--- src/rtl/wishbone_spi_slave.sv ---
// Wishbone-attached SPI mode-0 slave: 8-bit frames, RX FIFO, single-byte TX holding register,
// sticky overrun/underrun flags and a level interrupt.
module wishbone_spi_slave #(
   parameter int unsigned FIFO_DEPTH = 4
) (
   input  logic        clk,
   input  logic        reset,
   input  logic [1:0]  i_wb_adr,
   input  logic [31:0] i_wb_dat,
   output logic [31:0] o_wb_dat,
   input  logic        i_wb_we,
   input  logic        i_wb_stb,
   input  logic        i_wb_cyc,
   output logic        o_wb_ack,
   output logic        o_wb_err,
   output logic        o_wb_rty,
   input  logic        i_spi_sclk,
   input  logic        i_spi_cs_n,
   input  logic        i_spi_mosi,
   output logic        o_spi_miso,
   output logic        o_spi_miso_oe,
   output logic        o_int
);

   localparam int unsigned AW = $clog2(FIFO_DEPTH);

   logic          sclk_s1, sclk_s2, sclk_s3;
   logic          cs_s1, cs_s2, cs_s3;
   logic          mosi_s1, mosi_s2;
   logic [2:0]    bit_cnt;
   logic [7:0]    rx_shift, tx_shift;
   logic [7:0]    hold_data;
   logic          hold_full;
   logic [7:0]    mem [FIFO_DEPTH];
   logic [AW-1:0] wr_ptr, rd_ptr;
   logic [4:0]    count;
   logic          overrun, underrun;
   logic [2:0]    ctrl;

   logic          cs_active, cs_fall, cs_rise, sclk_rise, sclk_fall;
   logic          tx_load, push_req, push_ok, pop;
   logic          rx_empty, rx_full;
   logic          wb_req, wb_wr, wb_rd, stat_wr;
   logic [7:0]    rx_byte;
   logic [31:0]   rdata;
   logic          wdat_unused;

   assign cs_active = ~cs_s2;
   assign cs_fall   = cs_s3 & ~cs_s2;
   assign cs_rise   = ~cs_s3 & cs_s2;
   assign sclk_rise = sclk_s2 & ~sclk_s3 & cs_active & ~cs_fall;
   assign sclk_fall = ~sclk_s2 & sclk_s3 & cs_active & ~cs_fall;

   // A falling edge with bit_cnt == 0 follows a completed byte: fetch the next TX byte.
   assign tx_load  = cs_fall | (sclk_fall & (bit_cnt == 3'd0));
   assign rx_byte  = {rx_shift[6:0], mosi_s2};
   assign push_req = sclk_rise & (bit_cnt == 3'd7);

   assign rx_empty = (count == 5'd0);
   assign rx_full  = (count == 5'(FIFO_DEPTH));

   assign wb_req  = i_wb_stb & i_wb_cyc & ~o_wb_ack;
   assign wb_wr   = wb_req & i_wb_we;
   assign wb_rd   = wb_req & ~i_wb_we;
   assign stat_wr = wb_wr & (i_wb_adr == 2'd1);
   assign pop     = wb_rd & (i_wb_adr == 2'd0) & ~rx_empty;
   assign push_ok = push_req & (~rx_full | pop);

   assign wdat_unused = ^{i_wb_dat[31:13], i_wb_dat[10:8]};

   always_comb begin
      rdata = 32'd0;
      case (i_wb_adr)
         2'd0: rdata = rx_empty ? 32'd0 : {24'd0, mem[rd_ptr]};
         2'd1: rdata = {18'd0, cs_active, underrun, overrun, ~hold_full, rx_full, rx_empty,
                        3'd0, count};
         2'd2: rdata = {29'd0, ctrl};
         default: rdata = 32'd0;
      endcase
   end

   // FIFO storage needs no reset; pointers and count qualify its contents.
   always_ff @(posedge clk) begin
      if (push_ok) mem[wr_ptr] <= rx_byte;
   end

   always_ff @(posedge clk or posedge reset) begin
      if (reset) begin
         sclk_s1   <= 1'b0;
         sclk_s2   <= 1'b0;
         sclk_s3   <= 1'b0;
         cs_s1     <= 1'b1;
         cs_s2     <= 1'b1;
         cs_s3     <= 1'b1;
         mosi_s1   <= 1'b0;
         mosi_s2   <= 1'b0;
         bit_cnt   <= 3'd0;
         rx_shift  <= 8'd0;
         tx_shift  <= 8'd0;
         hold_data <= 8'd0;
         hold_full <= 1'b0;
         wr_ptr    <= '0;
         rd_ptr    <= '0;
         count     <= 5'd0;
         overrun   <= 1'b0;
         underrun  <= 1'b0;
         ctrl      <= 3'd0;
         o_wb_ack  <= 1'b0;
         o_wb_dat  <= 32'd0;
      end else begin
         sclk_s1 <= i_spi_sclk;
         sclk_s2 <= sclk_s1;
         sclk_s3 <= sclk_s2;
         cs_s1   <= i_spi_cs_n;
         cs_s2   <= cs_s1;
         cs_s3   <= cs_s2;
         mosi_s1 <= i_spi_mosi;
         mosi_s2 <= mosi_s1;

         if (cs_fall || cs_rise) bit_cnt <= 3'd0;
         else if (sclk_rise)     bit_cnt <= bit_cnt + 3'd1;

         if (sclk_rise) rx_shift <= rx_byte;

         // The shifter takes the old holding byte even when a DATA write lands this cycle.
         if (tx_load)        tx_shift <= hold_full ? hold_data : 8'd0;
         else if (sclk_fall) tx_shift <= {tx_shift[6:0], 1'b0};

         if (wb_wr && (i_wb_adr == 2'd0)) begin
            hold_data <= i_wb_dat[7:0];
            hold_full <= 1'b1;
         end else if (tx_load) begin
            hold_full <= 1'b0;
         end

         if (push_ok) wr_ptr <= wr_ptr + AW'(1);
         if (pop)     rd_ptr <= rd_ptr + AW'(1);
         if (push_ok && !pop)      count <= count + 5'd1;
         else if (pop && !push_ok) count <= count - 5'd1;

         overrun  <= (push_req & rx_full & ~pop) | (overrun & ~(stat_wr & i_wb_dat[11]));
         underrun <= (tx_load & ~hold_full) | (underrun & ~(stat_wr & i_wb_dat[12]));

         if (wb_wr && (i_wb_adr == 2'd2)) ctrl <= i_wb_dat[2:0];

         o_wb_ack <= wb_req;
         o_wb_dat <= wb_rd ? rdata : 32'd0;
      end
   end

   assign o_wb_err      = 1'b0;
   assign o_wb_rty      = 1'b0;
   assign o_spi_miso    = cs_active & tx_shift[7];
   assign o_spi_miso_oe = cs_active;
   assign o_int = (ctrl[0] & ~rx_empty) | (ctrl[1] & ~hold_full) | (ctrl[2] & (overrun | underrun));

endmodule
--- config.mk ---
export PLATFORM = sky130hd
export DESIGN_NAME = wishbone_spi_slave
export DESIGN_NICKNAME = d
export VERILOG_FILES = /design/src/rtl/wishbone_spi_slave.sv
export SDC_FILE = /design/constraint.sdc
export NUM_CORES = 1
export LEC_CHECK = 0
export ABC_AREA = 0
export CAP_MARGIN = 20
export CORE_AREA = 2 2 137 139
export CTS_BUF_LIST = sky130_fd_sc_hd__clkbuf_8
export CTS_CLUSTER_DIAMETER = 80
export DETAILED_ROUTE_END_ITERATION = 8
export DIE_AREA = 0 0 139 141
export SYNTH_ARGS = -nofsm -noshare
export SYNTH_HDL_FRONTEND = slang
export SYNTH_SLANG_ARGS = --single-unit
--- constraint.sdc ---
create_clock -name clk -period 7.4 [get_ports clk]
set_input_delay 1.11 -clock clk [delete_from_list [all_inputs] [get_ports clk]]
set_output_delay 1.11 -clock clk [all_outputs]
set_load 0.005 [all_outputs]
==> summary.md, run 1 <==
| Metric | Value |
|---|---|
| DP HPWL | 5980 um |
| Status | finished, final reports clean |
| Post-CTS Setup Repair Bufs | 0 |
| CTS Sinks | 96 |
| Crit path DAT | 4100 ps |
| PnR Total Power | 1.24 mW |
| Largest net degree at the start of global routing | 65 |
| Reg clk slew, reported paths | 90 ps |
| Crit path capture type | flip-flop |
| Top cells by area, synth | dfrtp_1 (36%), edfxtp_1 (22%), mux4_2 (4.2%) |
| Max-cap violations | 0 |
| Cell area after synthesis | 0.00429 mm^2 |
| Normalized max-slew margin | 35.6% |
| R2R cell count | 12 |
| Reg2Reg Setup Slack | 3660 ps |
| Initial Utilization | 23.5% |
| FMAX | 260 MHz |
| Dpl cell area | 0.00486 mm^2 |
| CTS tree | done |
| Post-layout nets | 424 |
| Hold Crit Class | flip-flop to flip-flop |
| Data required, critical path | 7660 ps |
| Synth Warn # | 0 |
| Endpoints failing setup | 0 |
| Setup Skew | 8.59 ps |
| Routed WL | 8500 um |
| Syn avg cell area | 13.0 um^2 |
| Routability cong. | 0.768 |
| Commonest cells post-synth | dfrtp_1 (61), nand2_1 (33), edfxtp_1 (32) |
| Worst VDD drop | 0.0746 mV |
| RSZ-0062 raised after global routing | false |
| Slew @ Worst Pin | 964 ps |
| Placeable Area | 0.0183 mm^2 |
| Post-route DRC | 0 |
| Most used flip-flop cell after synthesis | dfrtp_1 |
| Clk root buf | clkbuf_8 |
| Fillers | 1879 |
| Port Buf Inserts | 37 |
| Synthesis-stage register bit count | 96 |
| Register area share after synthesis | 59.8% |
| Share of layout cells above drive strength 1 | 15.8% |
| Drt initial violations | 230 |
| Final hold vios | 0 |
| FFs w/ async S/R, synth | 66.7% |
| R2r endpoint | count[4] |
| Htree depth | 3 |
| Clock buffer depth | 2 |
| Period utilization | 52.0% |
| DR WL/cell | 14.0 um |
| Gr usage total | 9.45% |
| DR vias | 2648 |
| Slew Viols, Final | 0 |
| Placement Rows | 50 |
| Top Ports | 80 |
| Hold path endpoint | mosi_s2 |
| Remaining antenna violation count after routing | 0 |
| Syn-to-layout area delta | 17.7% |
| Clock latency on the worst-skew pair | 370 ps |
| CP Launch Type | input pin |
| Yosys cell types | 52 |
| First-pass GRT wire length | 14400 um |
| DR pass1 iterations | 5 |
| Resize count post-CTS | 0 |
| Crit Path Category | input pin to flip-flop |
| Hold Path Cell Cnt | 0 |
| Synth top area share | 35.6% |
| Initial antenna violation count | 0 |
| Synth Instances | 329 |
| Die Footprint | 0.0196 mm^2 |
| R2r startpoint | cs_s2 |
| P_leak | 2.00 nW |
| Design area | 0.00505 mm^2 |
| Total grt overflow | 0 |
| Post-synth top area cell | dfrtp_1 |
| Final setup TNS | 0 ps |
| Crit path time final | 3850 ps |
| Via density | 4.36 |
| Total CTS buffers | 9 |
| ANT cells | 0 |
| Vias in the first global route | 2712 |
| Hold_buf cts | 0 |
| Die Span X | 139 um |
| Top-count cell post-synth | dfrtp_1 |
| Worst-path fanout max | 8 |
| Hold path start | mosi_s1 |
| EDFF count, synth | 32 |
| Power per Cell Area | 246 mW/mm^2 |
| Die Span Y | 141 um |
==> through the flow <==
step | hold WS (ps) | utilization (%) | instances | worst slack [ps]
final | 354 | 27.6 | 608 | 3550
after global routing | 369 | 27.6 | 608 | 3360
after CTS | 355 | 27.6 | 608 | 3590
after detailed placement | 335 | 26.6 | 592 | 3190
after global placement | 337 | 26.6 | 592 | 3310
after floorplan | 331 | - | 348 | 4090
==> sequential cells by signal (all words and copies together) (netlist names), 2 cells and up <==
register and count:
wr_ptr 2, o_wb_dat 14, tx_shift 8, ctrl 3, hold_data 8, count 5
bit_cnt 3, mem 32, rd_ptr 2, rx_shift 7
==> critical path, stage by stage <==
cell,delay [ps]
clkdlybuf4s50_1,450
nand4bb_1,370
o211a_1,420
nor2_1,180
ha_1,260
inv_1,150
ha_1,390
or4_1,530
o211ai_1,110
o211ai_1,110
==> power by group <==
group          switching [mW]  internal [mW]  total, mW
logic                  0.0957          0.122      0.217
registers              0.0827          0.608      0.691
clock network           0.179          0.153      0.332
total                   0.357          0.883       1.24
==> layout by cell type (no fill, tap or decap), types with 3 or more instances in the layout <==
| master | n |
|---|---|
| a22oi_1 | 3 |
| a21boi_0 | 3 |
| o2111ai_1 | 3 |
| conb_1 | 20 |
| a31oi_1 | 7 |
| nor3b_1 | 6 |
| nor2b_1 | 4 |
| and3_1 | 3 |
| clkdlybuf4s50_1 | 37 |
| buf_4 | 6 |
| ha_1 | 12 |
| o211ai_1 | 12 |
| xnor2_1 | 4 |
| nand2_1 | 33 |
| mux2_2 | 12 |
| o22ai_1 | 3 |
| nor3_1 | 9 |
| dfrtp_1 | 61 |
| o21ai_0 | 6 |
| mux4_2 | 8 |
| o2bb2ai_1 | 3 |
| and2b_2 | 3 |
| a21oi_1 | 5 |
| nand3_1 | 8 |
| dfstp_2 | 3 |
| nor2_1 | 5 |
| edfxtp_1 | 32 |
| clkbuf_8 | 9 |
| inv_1 | 15 |
| or3b_2 | 6 |
==> worst max path at each step <==
| stage | from | endpoint | slack, ps | cells past startpoint |
|---|---|---|---|---|
| final | i_wb_we | count[4] | 3550 | 10 |
| after global routing | cs_s2 | count[4] | 3360 | 12 |
| after CTS | i_wb_we | count[4] | 3590 | 10 |
| after detailed placement | i_wb_we | count[4] | 3190 | 10 |
| after global placement | i_wb_we | count[4] | 3310 | 10 |
| after floorplan | i_wb_we | count[4] | 4090 | 9 |
==> area by class of cell <==
class | instances | area (um^2) | area share, %
sequential | 96 | 2570 | 50.8
multi-input combinational | 204 | 1530 | 30.4
timing repair buffer | 43 | 415 | 8.23
tap | 234 | 293 | 5.80
clock buffer | 9 | 124 | 2.45
clock inverter | 7 | 62.6 | 1.24
inverter | 15 | 56.3 | 1.11
==> layer usage <==
metal / track usage [%] / wire [um]
met1: 11.2 / 3640
met2: 15.7 / 4270
met3: 2.45 / 370
met4: 5.21 / 216
met5: 0 / 0
==> cell families (layout without fill, tap and decap cells) <==
group / count (synthesis) / count (layout) / share of synthesized area, %
and+or+nand+nor: 95 / 95 / 12.8
muxes: 22 / 22 / 7.82
xor gates and xnor gates: 4 / 4 / 0.817
AOI/OAI and AO/OA: 50 / 50 / 8.55
buffers and inverters: 48 / 74 / 6.10
other: 1 / 20 / 0.0874
DFF: 96 / 96 / 59.8
adders and majority gates: 13 / 13 / 3.97
Power figures use the tool's default switching activity.
==> run 2, diff against run 1 <==
clock period = 3.1 ns   (was 7.4 ns; I/O delays follow)
==> summary.md, run 2 (synthesis results as in run 1) <==
| Metric | Value |
|---|---|
| Status | finished, final reports clean (unchanged) |
| Normalized max-slew margin | 36.4% (was 35.6%) |
| Power per Cell Area | 583 mW/mm^2 (was 246 mW/mm^2) |
| Reg clk slew, reported paths | 90 ps (about the same) |
| Initial antenna violation count | 0 (unchanged) |
| Crit path time final | 2880 ps |
| Post-layout nets | 436 (was 424) |
| Gr usage total | 9.51% (was 9.45%) |
| Sw frac | 29.1% (was 28.8%) |
| Dpl cell area | 0.00497 mm^2 (was 0.00486 mm^2) |
| Data required, critical path | 3350 ps (was 7660 ps) |
| Crit path capture type | flip-flop (unchanged) |
| Clock latency on the worst-skew pair | 380 ps (was 370 ps) |
| PnR Total Power | 3.01 mW (was 1.24 mW) |
| Total grt overflow | 0 (unchanged) |
| DR pass1 iterations | 4 (was 5) |
| Internal power | 2.14 mW (was 883 uW) |
| Initial Utilization | 23.5% (unchanged) |
| Remaining antenna violation count after routing | 0 (unchanged) |
| Psw | 876 uW (was 357 uW) |
| DP HPWL | 6090 um (was 5980 um) |
| RSZ-0062 raised after global routing | false (unchanged) |
| DR WL/cell | 13.9 um (was 14.0 um) |
| DR vias | 2656 (was 2648) |
| Design area | 0.00517 mm^2 (was 0.00505 mm^2) |
| CTS tree | done (unchanged) |
| Hold_buf cts | 0 (unchanged) |
| Routed WL | 8640 um (was 8500 um) |
| Period utilization | 92.7% |
| Largest net degree at the start of global routing | 65 (unchanged) |
| Die Footprint | 0.0196 mm^2 (unchanged) |
| Max reg flops | 32 (unchanged) |
| ANT cells | 0 (unchanged) |
| Top Ports | 80 (unchanged) |
| Top flop regs | mem: 32 flops, o_wb_dat: 14 flops (unchanged) |
| Total CTS buffers | 9 (unchanged) |
| Placeable Area | 0.0183 mm^2 (unchanged) |
| Sequential power share | 54.6% (was 55.7%) |
| Slew Viols, Final | 0 (unchanged) |
| Final hold vios | 0 (unchanged) |
| Comb power frac | 18.3% (was 17.5%) |
| Vias in the first global route | 2817 (was 2712) |
| Setup Skew | 8.68 ps (was 8.59 ps) |
| Port Buf Inserts | 37 (unchanged) |
| Endpoints failing setup | 0 (unchanged) |
| Pre-CTS setup slack | 3.11 ps (was 3190 ps) |
| Max-cap violations | 0 (unchanged) |
| Hold Crit Class | flip-flop to flip-flop (unchanged) |
| Commonest non-fill, non-tap cell in the layout | dfrtp_1 (unchanged) |
| CP Launch Type | flip-flop (was input pin) |
| Worst-path fanout max | 5 (was 8) |
| Htree depth | 3 (unchanged) |
| FMAX | 348 MHz |
| Hold slack | 356 ps (was 354 ps) |
| Via density | 4.28 (was 4.36) |
| Clk pwr share | 27.1% (was 26.8%) |
| Placement Rows | 50 (unchanged) |
| Drt initial violations | 227 (was 230) |
| CTS Sinks | 96 (unchanged) |
| Top reg by flops | mem (unchanged) |
| Clock buffer depth | 2 (unchanged) |
| First-pass GRT wire length | 14600 um (was 14400 um) |
| Clk root buf | clkbuf_8 (unchanged) |
| Worst VDD drop | 0.201 mV (was 0.0746 mV) |
| Setup ws final | 225 ps (was 3550 ps) |
| Die Span Y | 141 um (unchanged) |
| Die Span X | 139 um (unchanged) |
| Syn-to-layout area delta | 20.6% (was 17.7%) |
| Final setup TNS | 0 ps (unchanged) |
| P_leak | 2.06 nW (was 2.00 nW) |
| Routability cong. | 0.769 (was 0.768) |
| Crit Path Category | flip-flop to flip-flop (was input pin to flip-flop) |
| Slew @ Worst Pin | 953 ps (was 964 ps) |
| Post-route DRC | 0 (unchanged) |
| Crit path DAT | 3120 ps (was 4100 ps) |
| Most frequent cells in the layout | dfrtp_1 (61), clkdlybuf4s50_1 (37), nand2_1 (32), edfxtp_1 (32), conb_1 (20) (was dfrtp_1 (61), clkdlybuf4s50_1 (37), nand2_1 (33)) |
| Share of layout cells above drive strength 1 | 18.9% (was 15.8%) |
## run 2: path summary, 6_finish.rpt
check                      startpoint     endpoint  slack, ps  depth (start not counted)
min                           sclk_s1      sclk_s2        360                          0
max                             cs_s2     count[4]        220                         11
max in group asynchronous       reset        cs_s2       2320                          3
min reg2reg                   sclk_s1      sclk_s2        360                          0
max reg2reg                     cs_s2     count[4]        220                         11
min in group asynchronous       reset  rx_shift[4]        460                          3
## run 2: routing by layer
metal  track usage, %  part of all wire, %  up-vias
li1                 -                    -     1257
met1             11.2                   42     1331
met2             16.0                   51       53
met3             2.92                  4.3       15
met4             4.36                  2.2        0
met5                0                    0        -
## run 2: stage by stage
stage | std cells | utilization [%]
5_1_grt | 620 | 28.3
3_5_place_dp | 604 | 27.2
6_report | 620 | 28.3
2_1_floorplan | 348 | -
3_3_place_gp | 604 | 27.2
4_1_cts | 620 | 28.2
## run 2: timing repair
| action | in CTS | in global routing |
|---|---|---|
| setup endpoints to repair | 0 | 1 |
| resized for setup | 0 | 2 |
| setup buffers | 0 | 0 |
## run 2: final cells by class
type                       instances  area [um^2]
timing repair buffer              55          518
clock buffer                       9          124
multi-input combinational        204         1540
clock inverter                     7         70.1
fill                            1872        13100
sequential                        96         2570
tap                              234          293
inverter                          15         56.3
## run 2: power groups by stage
stage / Clock, mW / Sequential [mW] / Combinational, mW
after floorplan: 0 / 1.56 / 0.478
after global placement: 0 / 1.67 / 0.534
after detailed placement: 0 / 1.67 / 0.557
after CTS: 0.848 / 1.65 / 0.558
after global routing: 0.899 / 1.68 / 0.615
final: 0.815 / 1.65 / 0.552
## run 2: critical path: stages (launching register included)
cell and delay, ps:
dfstp_2 540, inv_1 60, ha_1 240, nor4b_4 270
nand2_2 130, nor2_1 130, ha_1 170, inv_1 110
ha_1 310, or4_1 520, o211ai_1 130, o211ai_1 120
==> run 3, diff against run 2 <==
SKIP_LAST_GASP = 1   (was unset)
==> results of run 3 <==
The final DEF is identical to that of run 2; final timing and power are the same.
